## src/rtl/program_sequencer_if.sv

```systemverilog
// Front-panel bus between program_sequencer (slave) and whatever commands it (master).
// STEP_REQ/SS_MODE exist only when SEQ_SINGLE_STEP_EN is defined.
interface program_sequencer_if #(
    parameter int DEPTH = 16
);
    localparam int AW = $clog2(DEPTH);

    logic          LOAD_EN;
    logic          WR_STB;
    logic [9:0]    WR_DATA;
    logic          RUN;
    logic          DONE;
    logic          EXT;
`ifdef SEQ_SINGLE_STEP_EN
    logic          STEP_REQ;
    logic          SS_MODE;
`endif
    logic [9:0]    WORD;
    logic          STEP;
    logic [AW-1:0] PC;
    logic [AW:0]   PROG_LEN;
    logic          BUSY;
    logic          HALTED;
    logic          FAULT;
    logic [2:0]    DBG_STATE;

    // Handshake: none beyond levels/strobes. WR_STB is a one-cycle strobe qualified
    // by LOAD state; every other input is a level sampled on the rising clock edge.
    modport master (
`ifdef SEQ_SINGLE_STEP_EN
        output STEP_REQ, SS_MODE,
`endif
        output LOAD_EN, WR_STB, WR_DATA, RUN, DONE, EXT,
        input  WORD, STEP, PC, PROG_LEN, BUSY, HALTED, FAULT, DBG_STATE
    );

    modport slave (
`ifdef SEQ_SINGLE_STEP_EN
        input  STEP_REQ, SS_MODE,
`endif
        input  LOAD_EN, WR_STB, WR_DATA, RUN, DONE, EXT,
        output WORD, STEP, PC, PROG_LEN, BUSY, HALTED, FAULT, DBG_STATE
    );
endinterface

```

## src/rtl/program_sequencer.sv

```systemverilog
// Stores a program of 10-bit words and steps a processor through it via WORD/STEP.
// Optional SEQ_SINGLE_STEP_EN: each step waits for STEP_REQ when SS_MODE=1.
module program_sequencer #(
    parameter int DEPTH       = 16,
    parameter int HALF_PERIOD = 4,
    parameter int MAX_STEPS   = 8
) (
    input  logic CLK50M,
    input  logic RST,
    program_sequencer_if.slave bus
);
    localparam int AW = $clog2(DEPTH);
    localparam int PW = $clog2(HALF_PERIOD);
    localparam int CW = $clog2(MAX_STEPS + 1);
    localparam logic [PW-1:0] PHASE_LAST = PW'(HALF_PERIOD - 1);
    localparam logic [CW-1:0] STEP_LIMIT = CW'(MAX_STEPS);
    localparam logic [AW:0]   DEPTH_W    = (AW+1)'(DEPTH);

    typedef enum logic [2:0] {
        S_IDLE    = 3'd0,
        S_LOAD    = 3'd1,
        S_STEP_HI = 3'd2,
        S_STEP_LO = 3'd3,
        S_HALT    = 3'd4
    } state_t;

    state_t        r_state, w_state_nxt;
    logic [9:0]    r_mem [DEPTH];
    logic [9:0]    r_word, w_word_nxt;
    logic [AW-1:0] r_pc, w_pc_nxt;
    logic [AW:0]   r_prog_len, w_prog_len_nxt;
    logic          r_halted, w_halted_nxt;
    logic          r_fault, w_fault_nxt;
    logic          r_imm, w_imm_nxt;
    logic [CW-1:0] r_step_cnt, w_step_cnt_nxt;
    logic [PW-1:0] r_phase, w_phase_nxt;
    logic          r_ss_wait, w_ss_wait_nxt;
    logic          w_mem_we;
    logic          w_ss_arm;
    logic          w_ss_req;

    logic [AW:0]   w_pc_inc1;
    logic [AW:0]   w_pc_done;
    logic [CW-1:0] w_step_cnt_inc;

`ifdef SEQ_SINGLE_STEP_EN
    assign w_ss_arm = bus.SS_MODE;
    assign w_ss_req = bus.STEP_REQ;
`else
    assign w_ss_arm = 1'b0;
    assign w_ss_req = 1'b0;
`endif

    // PC is widened by one bit so PC+1(+imm) can reach PROG_LEN==DEPTH without wrapping.
    assign w_pc_inc1      = {1'b0, r_pc} + (AW+1)'(1);
    assign w_pc_done      = w_pc_inc1 + {{AW{1'b0}}, r_imm};
    assign w_step_cnt_inc = r_step_cnt + CW'(1);

    always_comb begin
        w_state_nxt    = r_state;
        w_word_nxt     = r_word;
        w_pc_nxt       = r_pc;
        w_prog_len_nxt = r_prog_len;
        w_halted_nxt   = r_halted;
        w_fault_nxt    = r_fault;
        w_imm_nxt      = r_imm;
        w_step_cnt_nxt = r_step_cnt;
        w_phase_nxt    = r_phase;
        w_ss_wait_nxt  = r_ss_wait;
        w_mem_we       = 1'b0;

        case (r_state)
            S_IDLE: begin
                if (bus.LOAD_EN) begin
                    w_state_nxt    = S_LOAD;
                    w_prog_len_nxt = '0;
                end else if (bus.RUN) begin
                    if (r_prog_len == '0) begin
                        w_state_nxt = S_HALT;
                        w_fault_nxt = 1'b1;
                    end else begin
                        w_state_nxt    = S_STEP_HI;
                        w_pc_nxt       = '0;
                        w_word_nxt     = r_mem[0];
                        w_imm_nxt      = 1'b0;
                        w_step_cnt_nxt = '0;
                        w_phase_nxt    = '0;
                        w_ss_wait_nxt  = w_ss_arm;
                    end
                end
            end

            S_LOAD: begin
                if (bus.WR_STB && (r_prog_len != DEPTH_W)) begin
                    w_mem_we       = 1'b1;
                    w_prog_len_nxt = r_prog_len + (AW+1)'(1);
                end
                if (!bus.LOAD_EN) begin
                    w_state_nxt = S_IDLE;
                end
            end

            S_STEP_HI: begin
                if (r_ss_wait) begin
                    if (w_ss_req) begin
                        w_ss_wait_nxt = 1'b0;
                    end
                end else if (r_phase == PHASE_LAST) begin
                    w_phase_nxt = '0;
                    w_state_nxt = S_STEP_LO;
                end else begin
                    w_phase_nxt = r_phase + PW'(1);
                end
            end

            S_STEP_LO: begin
                if (r_phase != PHASE_LAST) begin
                    w_phase_nxt = r_phase + PW'(1);
                end else begin
                    // End of step: RUN, then DONE, then EXT, then watchdog.
                    w_phase_nxt    = '0;
                    w_step_cnt_nxt = w_step_cnt_inc;
                    if (!bus.RUN) begin
                        w_state_nxt    = S_IDLE;
                        w_pc_nxt       = '0;
                        w_imm_nxt      = 1'b0;
                        w_word_nxt     = '0;
                        w_step_cnt_nxt = '0;
                    end else if (bus.DONE) begin
                        w_pc_nxt       = w_pc_done[AW-1:0];
                        w_imm_nxt      = 1'b0;
                        w_step_cnt_nxt = '0;
                        if (w_pc_done >= r_prog_len) begin
                            w_state_nxt  = S_HALT;
                            w_halted_nxt = 1'b1;
                        end else begin
                            w_word_nxt    = r_mem[w_pc_done[AW-1:0]];
                            w_state_nxt   = S_STEP_HI;
                            w_ss_wait_nxt = w_ss_arm;
                        end
                    end else if (bus.EXT) begin
                        w_imm_nxt = 1'b1;
                        if (w_pc_inc1 >= r_prog_len) begin
                            w_state_nxt = S_HALT;
                            w_fault_nxt = 1'b1;
                        end else begin
                            w_word_nxt    = r_mem[w_pc_inc1[AW-1:0]];
                            w_state_nxt   = S_STEP_HI;
                            w_ss_wait_nxt = w_ss_arm;
                        end
                    end else if (w_step_cnt_inc == STEP_LIMIT) begin
                        w_state_nxt = S_HALT;
                        w_fault_nxt = 1'b1;
                    end else begin
                        w_state_nxt   = S_STEP_HI;
                        w_ss_wait_nxt = w_ss_arm;
                    end
                end
            end

            S_HALT: begin
                if (!bus.RUN) begin
                    w_state_nxt  = S_IDLE;
                    w_halted_nxt = 1'b0;
                    w_fault_nxt  = 1'b0;
                end
            end

            default: begin
                w_state_nxt = S_IDLE;
            end
        endcase
    end

    always_ff @(posedge CLK50M) begin
        if (RST) begin
            r_state    <= S_IDLE;
            r_word     <= '0;
            r_pc       <= '0;
            r_prog_len <= '0;
            r_halted   <= 1'b0;
            r_fault    <= 1'b0;
            r_imm      <= 1'b0;
            r_step_cnt <= '0;
            r_phase    <= '0;
            r_ss_wait  <= 1'b0;
        end else begin
            r_state    <= w_state_nxt;
            r_word     <= w_word_nxt;
            r_pc       <= w_pc_nxt;
            r_prog_len <= w_prog_len_nxt;
            r_halted   <= w_halted_nxt;
            r_fault    <= w_fault_nxt;
            r_imm      <= w_imm_nxt;
            r_step_cnt <= w_step_cnt_nxt;
            r_phase    <= w_phase_nxt;
            r_ss_wait  <= w_ss_wait_nxt;
        end
    end

    // Program memory keeps its contents across reset.
    always_ff @(posedge CLK50M) begin
        if (w_mem_we) begin
            r_mem[r_prog_len[AW-1:0]] <= bus.WR_DATA;
        end
    end

    assign bus.WORD      = r_word;
    assign bus.STEP      = (r_state == S_STEP_HI) && !r_ss_wait;
    assign bus.PC        = r_pc;
    assign bus.PROG_LEN  = r_prog_len;
    assign bus.BUSY      = (r_state == S_LOAD) || (r_state == S_STEP_HI) || (r_state == S_STEP_LO);
    assign bus.HALTED    = r_halted;
    assign bus.FAULT     = r_fault;
    assign bus.DBG_STATE = r_state;
endmodule

```

## src/flat_wrapper.sv

```systemverilog
// flat-port wrapper written by rule: the top's interface ports become plain ports
module program_sequencer_flat 
#(
    parameter int DEPTH       = 16,
    parameter int HALF_PERIOD = 4,
    parameter int MAX_STEPS   = 8
)
  (CLK50M, RST, bus_LOAD_EN, bus_WR_STB, bus_WR_DATA, bus_RUN, bus_DONE, bus_EXT, bus_WORD, bus_STEP, bus_PC, bus_PROG_LEN, bus_BUSY, bus_HALTED, bus_FAULT, bus_DBG_STATE);
  program_sequencer_if #(.DEPTH(DEPTH)) bus_i ();
  input  logic CLK50M;
  input  logic RST;
  input wire logic [$bits(bus_i.LOAD_EN)-1:0] bus_LOAD_EN;
  input wire logic [$bits(bus_i.WR_STB)-1:0] bus_WR_STB;
  input wire logic [$bits(bus_i.WR_DATA)-1:0] bus_WR_DATA;
  input wire logic [$bits(bus_i.RUN)-1:0] bus_RUN;
  input wire logic [$bits(bus_i.DONE)-1:0] bus_DONE;
  input wire logic [$bits(bus_i.EXT)-1:0] bus_EXT;
  output wire logic [$bits(bus_i.WORD)-1:0] bus_WORD;
  output wire logic [$bits(bus_i.STEP)-1:0] bus_STEP;
  output wire logic [$bits(bus_i.PC)-1:0] bus_PC;
  output wire logic [$bits(bus_i.PROG_LEN)-1:0] bus_PROG_LEN;
  output wire logic [$bits(bus_i.BUSY)-1:0] bus_BUSY;
  output wire logic [$bits(bus_i.HALTED)-1:0] bus_HALTED;
  output wire logic [$bits(bus_i.FAULT)-1:0] bus_FAULT;
  output wire logic [$bits(bus_i.DBG_STATE)-1:0] bus_DBG_STATE;
  assign bus_i.LOAD_EN = bus_LOAD_EN;
  assign bus_i.WR_STB = bus_WR_STB;
  assign bus_i.WR_DATA = bus_WR_DATA;
  assign bus_i.RUN = bus_RUN;
  assign bus_i.DONE = bus_DONE;
  assign bus_i.EXT = bus_EXT;
  assign bus_WORD = bus_i.WORD;
  assign bus_STEP = bus_i.STEP;
  assign bus_PC = bus_i.PC;
  assign bus_PROG_LEN = bus_i.PROG_LEN;
  assign bus_BUSY = bus_i.BUSY;
  assign bus_HALTED = bus_i.HALTED;
  assign bus_FAULT = bus_i.FAULT;
  assign bus_DBG_STATE = bus_i.DBG_STATE;
  program_sequencer #(.DEPTH(DEPTH), .HALF_PERIOD(HALF_PERIOD), .MAX_STEPS(MAX_STEPS)) u_core (.CLK50M(CLK50M), .RST(RST), .bus(bus_i));
endmodule
```

## config.mk

```make
export PLATFORM = sky130hd
export DESIGN_NAME = program_sequencer_flat
export DESIGN_NICKNAME = d
export VERILOG_FILES = /design/src/rtl/program_sequencer_if.sv /design/src/rtl/program_sequencer.sv /design/src/flat_wrapper.sv
export SDC_FILE = /design/constraint.sdc
export NUM_CORES = 1
export LEC_CHECK = 0
export BUFFER_PORTS_ARGS = -buffer_cell sky130_fd_sc_hd__buf_2
export CORE_MARGIN = 2
export CORE_UTILIZATION = 35
export DETAILED_ROUTE_END_ITERATION = 6
export SLEW_MARGIN = 25
export SYNTH_ARGS = -nofsm -noshare
export SYNTH_HDL_FRONTEND = slang
export SYNTH_SLANG_ARGS = --single-unit
```

## constraint.sdc

```tcl
create_clock -name CLK50M -period 5.35 [get_ports CLK50M]
set_input_delay 0.8025 -clock CLK50M [delete_from_list [all_inputs] [get_ports CLK50M]]
set_output_delay 0.8025 -clock CLK50M [all_outputs]
set_load 0.1 [all_outputs]
```

==> flow_metrics.env <==
export IMPL_outcome="finished clean"
export IMPL_cts_made_buffers=17
export IMPL_slew_headroom=0.243
export IMPL_yosys_cell_types_count=56
export IMPL_fin_area_um2=10700
export IMPL_clock_path_buffers=2
export IMPL_dieArea_um2=28500
export IMPL_worstPathRequired_ns=5.64
export IMPL_grt_pass1_wl_mm=36.0
export IMPL_period_share=0.708
export IMPL_cts_clk_slew_worst_paths_ns=0.08
export IMPL_layout_nets=655
export IMPL_hpwlAfterDp_mm=15.1
export IMPL_dp_cells=940
export IMPL_crit_path_max_fanout=22
export IMPL_start_kind="flop"
export IMPL_synth_top_family_by_area="multiplexers"
export IMPL_max_cap_viol_count=0
export IMPL_yosysWarnings=0
export IMPL_arrival_ns=4.08
export IMPL_io_buffers=42
export IMPL_hold_viol=0
export IMPL_h_tree_depth=4
export IMPL_tns_ns=0
export IMPL_max_vdd_ir_drop_uv=209
export IMPL_tightest_slew_ns=1.13
export IMPL_period_needed_ns=3.79
export IMPL_synthFlopType="edfxtp_1"
export IMPL_ys_seq_area_frac=0.571
export IMPL_holdWs_ns=0.475
export IMPL_grt_max_degree=43
export IMPL_drt_initial_drc_count=654
export IMPL_antenna_found_initial=0
export IMPL_synth_fp_nets=620
export IMPL_yosys_area_share_simple=0.0525
export IMPL_cts_resized=0
export IMPL_rsz0062_at_grt="false"
export IMPL_fmax_mhz=264
export IMPL_start_util=0.355
export IMPL_reg2reg_to="u_core.bus.WORD[8]"
export IMPL_synth_edf_count=160
export IMPL_synth_adder_area_share=0.0250
export IMPL_synth_xor_area_frac=0.0139
export IMPL_die_h_um=169
export IMPL_maxSlewViolCount=0
export IMPL_synth_compound_area_frac=0.0678
export IMPL_vias_per_cell=5.90
export IMPL_synth_area_um2=9510
export IMPL_cts_tree="yes"
export IMPL_endpoint="u_core.bus.WORD[8]"
export IMPL_async_reset_ff_frac=0
export IMPL_worstReg2RegStart="u_core.bus.PC[0]"
export IMPL_grt_pass1_vias=5773
export IMPL_core_um2=26800
export IMPL_n_antenna_cell=0
export IMPL_grtUsageTotal=0.171
export IMPL_top_level_ports=43
export IMPL_cp_startpoint="u_core.bus.PC[0]"
export IMPL_wirelength_mm=23.4
export IMPL_dpl_cell_area_um2=10200
export IMPL_ff2ff_path_depth=8
export IMPL_fin_worst_skew_ns=0.0109
export IMPL_wire_per_inst_um=24.1
export IMPL_path_class="flop to flop"
export IMPL_gp_routability_congestion=0.779
export IMPL_clock_sinks=191
export IMPL_filler_cell_count=2362
export IMPL_stdcell_count=973
export IMPL_layout_common_cells="edfxtp_1, mux4_2, mux2i_1, buf_2, nor2_1"
export IMPL_p_per_area_nw_per_um2=281
export IMPL_ff2ff_setup_slack_ns=1.56
export IMPL_min_path_type="flop to flop"
export IMPL_worstSetupEndpointType="flop"
export IMPL_muxShareOfSynthArea=0.241
export IMPL_die_w_um=169
export IMPL_clk_latency_ns=0.44
export IMPL_synth_avg_cell_area_um2=16.3
export IMPL_cts_setup_buffers=0
export IMPL_finalPower_mw=3.02
export IMPL_final_common_cell="edfxtp_1"
export IMPL_drtPass1Iterations=5
export IMPL_cts_hold_fix_buffers=0
export IMPL_yosys_register_bits=191
export IMPL_drc=0
export IMPL_areaGrowthSynthToFinish_pct=13.0
export IMPL_drive_gt1_frac=0.335
export IMPL_gr_total_overflow=0
export IMPL_setup_viol=0
export IMPL_synth_cells=584
export IMPL_vias=5745
export IMPL_postRouteAntennaNets=0
export IMPL_cts_root_buf="clkbuf_16"
export IMPL_power_leakage_nw=3.50
export IMPL_rows=60
## synth_stat cells (4+ instances only)
cell type	number	share of area
a211oi_1	5	0.0039
a211oi_2	8	0.011
a21o_1	4	0.0032
a21oi_1	11	0.0058
a221oi_2	9	0.014
a22oi_1	6	0.0047
a31oi_1	4	0.0026
and3_1	4	0.0026
buf_2	23	0.012
clkbuf_1	11	0.0043
dfxtp_1	31	0.065
edfxtp_1	160	0.51
ha_1	19	0.025
inv_1	15	0.0059
mux2i_1	49	0.052
mux4_2	80	0.19
nand2_1	12	0.0047
nand3_1	6	0.0032
nor2_1	43	0.017
nor3_1	6	0.0032
nor4_1	8	0.0053
o22ai_1	9	0.0059
xnor2_1	7	0.0064
## critical path, stage by stage (launching register included)
cell and delay, ns:
dfxtp_2 0.66, ha_2 0.39, ha_2 0.77, buf_4 0.38
mux4_2 0.53, mux2i_1 0.36, mux2i_1 0.17, a221oi_2 0.29
a211oi_2 0.11
## area by class of cell
cell class	instances	area, um2	share of cell area
Tap cell	341	427	0.0397
Sequential cell	191	5430	0.505
Multi-Input combinational cell	334	3930	0.365
Timing Repair Buffer	58	330	0.0308
Inverter	17	63.8	0.00594
Clock buffer	18	429	0.0400
Clock inverter	14	140	0.0130
## cell families after synthesis
group                      count (synthesis)
DFF                                      191
muxes                                    129
and+or+nand+nor                          100
AOI/OAI and AO/OA                         76
buffers and inverters                     59
adders and majority gates                 19
xor gates and xnor gates                  10
## layer usage
| layer | vias up | track usage | part of all wire |
|---|---|---|---|
| li1 | 2463 | - | - |
| met1 | 3027 | 0.235 | 0.43 |
| met2 | 233 | 0.279 | 0.49 |
| met3 | 22 | 0.0292 | 0.066 |
| met4 | 0 | 0.0536 | 0.015 |
| met5 | - | 0 | 0 |
## stage by stage
step	utilization	setup slack [ns]
finish	0.401	1.56
global route	0.401	1.36
CTS	0.401	1.58
detailed placement	0.379	1.61
global placement	0.379	1.63
floorplan	-	1.29
## worst min path at each step
stage | endpoint | cells past startpoint | start
after floorplan | u_core.r_phase[1] | 2 | u_core.r_phase[1]
after global placement | u_core.bus.FAULT | 2 | u_core.bus.FAULT
after detailed placement | u_core.bus.FAULT | 2 | u_core.bus.FAULT
after CTS | u_core.bus.FAULT | 2 | u_core.bus.FAULT
after global routing | u_core.bus.FAULT | 2 | u_core.bus.FAULT
final | u_core.bus.FAULT | 2 | u_core.bus.FAULT
## power by group
group / internal (mW) / total [mW] / switching, mW
Clock: 0.623 / 1.24 / 0.613
Combinational: 0.0402 / 0.155 / 0.115
Sequential: 1.62 / 1.63 / 0.0145
Total: 2.28 / 3.02 / 0.742
## registers in the layout, summed over array words and instances (netlist names)
| signal | count |
|---|---|
| u_core.bus.PC | 4 |
| u_core.bus.HALTED | 1 |
| u_core.r_step_cnt | 4 |
| u_core.r_phase | 2 |
| u_core.bus.DBG_STATE | 3 |
| u_core.r_mem | 160 |
| u_core.bus.WORD | 10 |
| u_core.bus.FAULT | 1 |
| u_core.r_imm | 1 |
| u_core.bus.PROG_LEN | 5 |
Power figures use the tool's default switching activity.
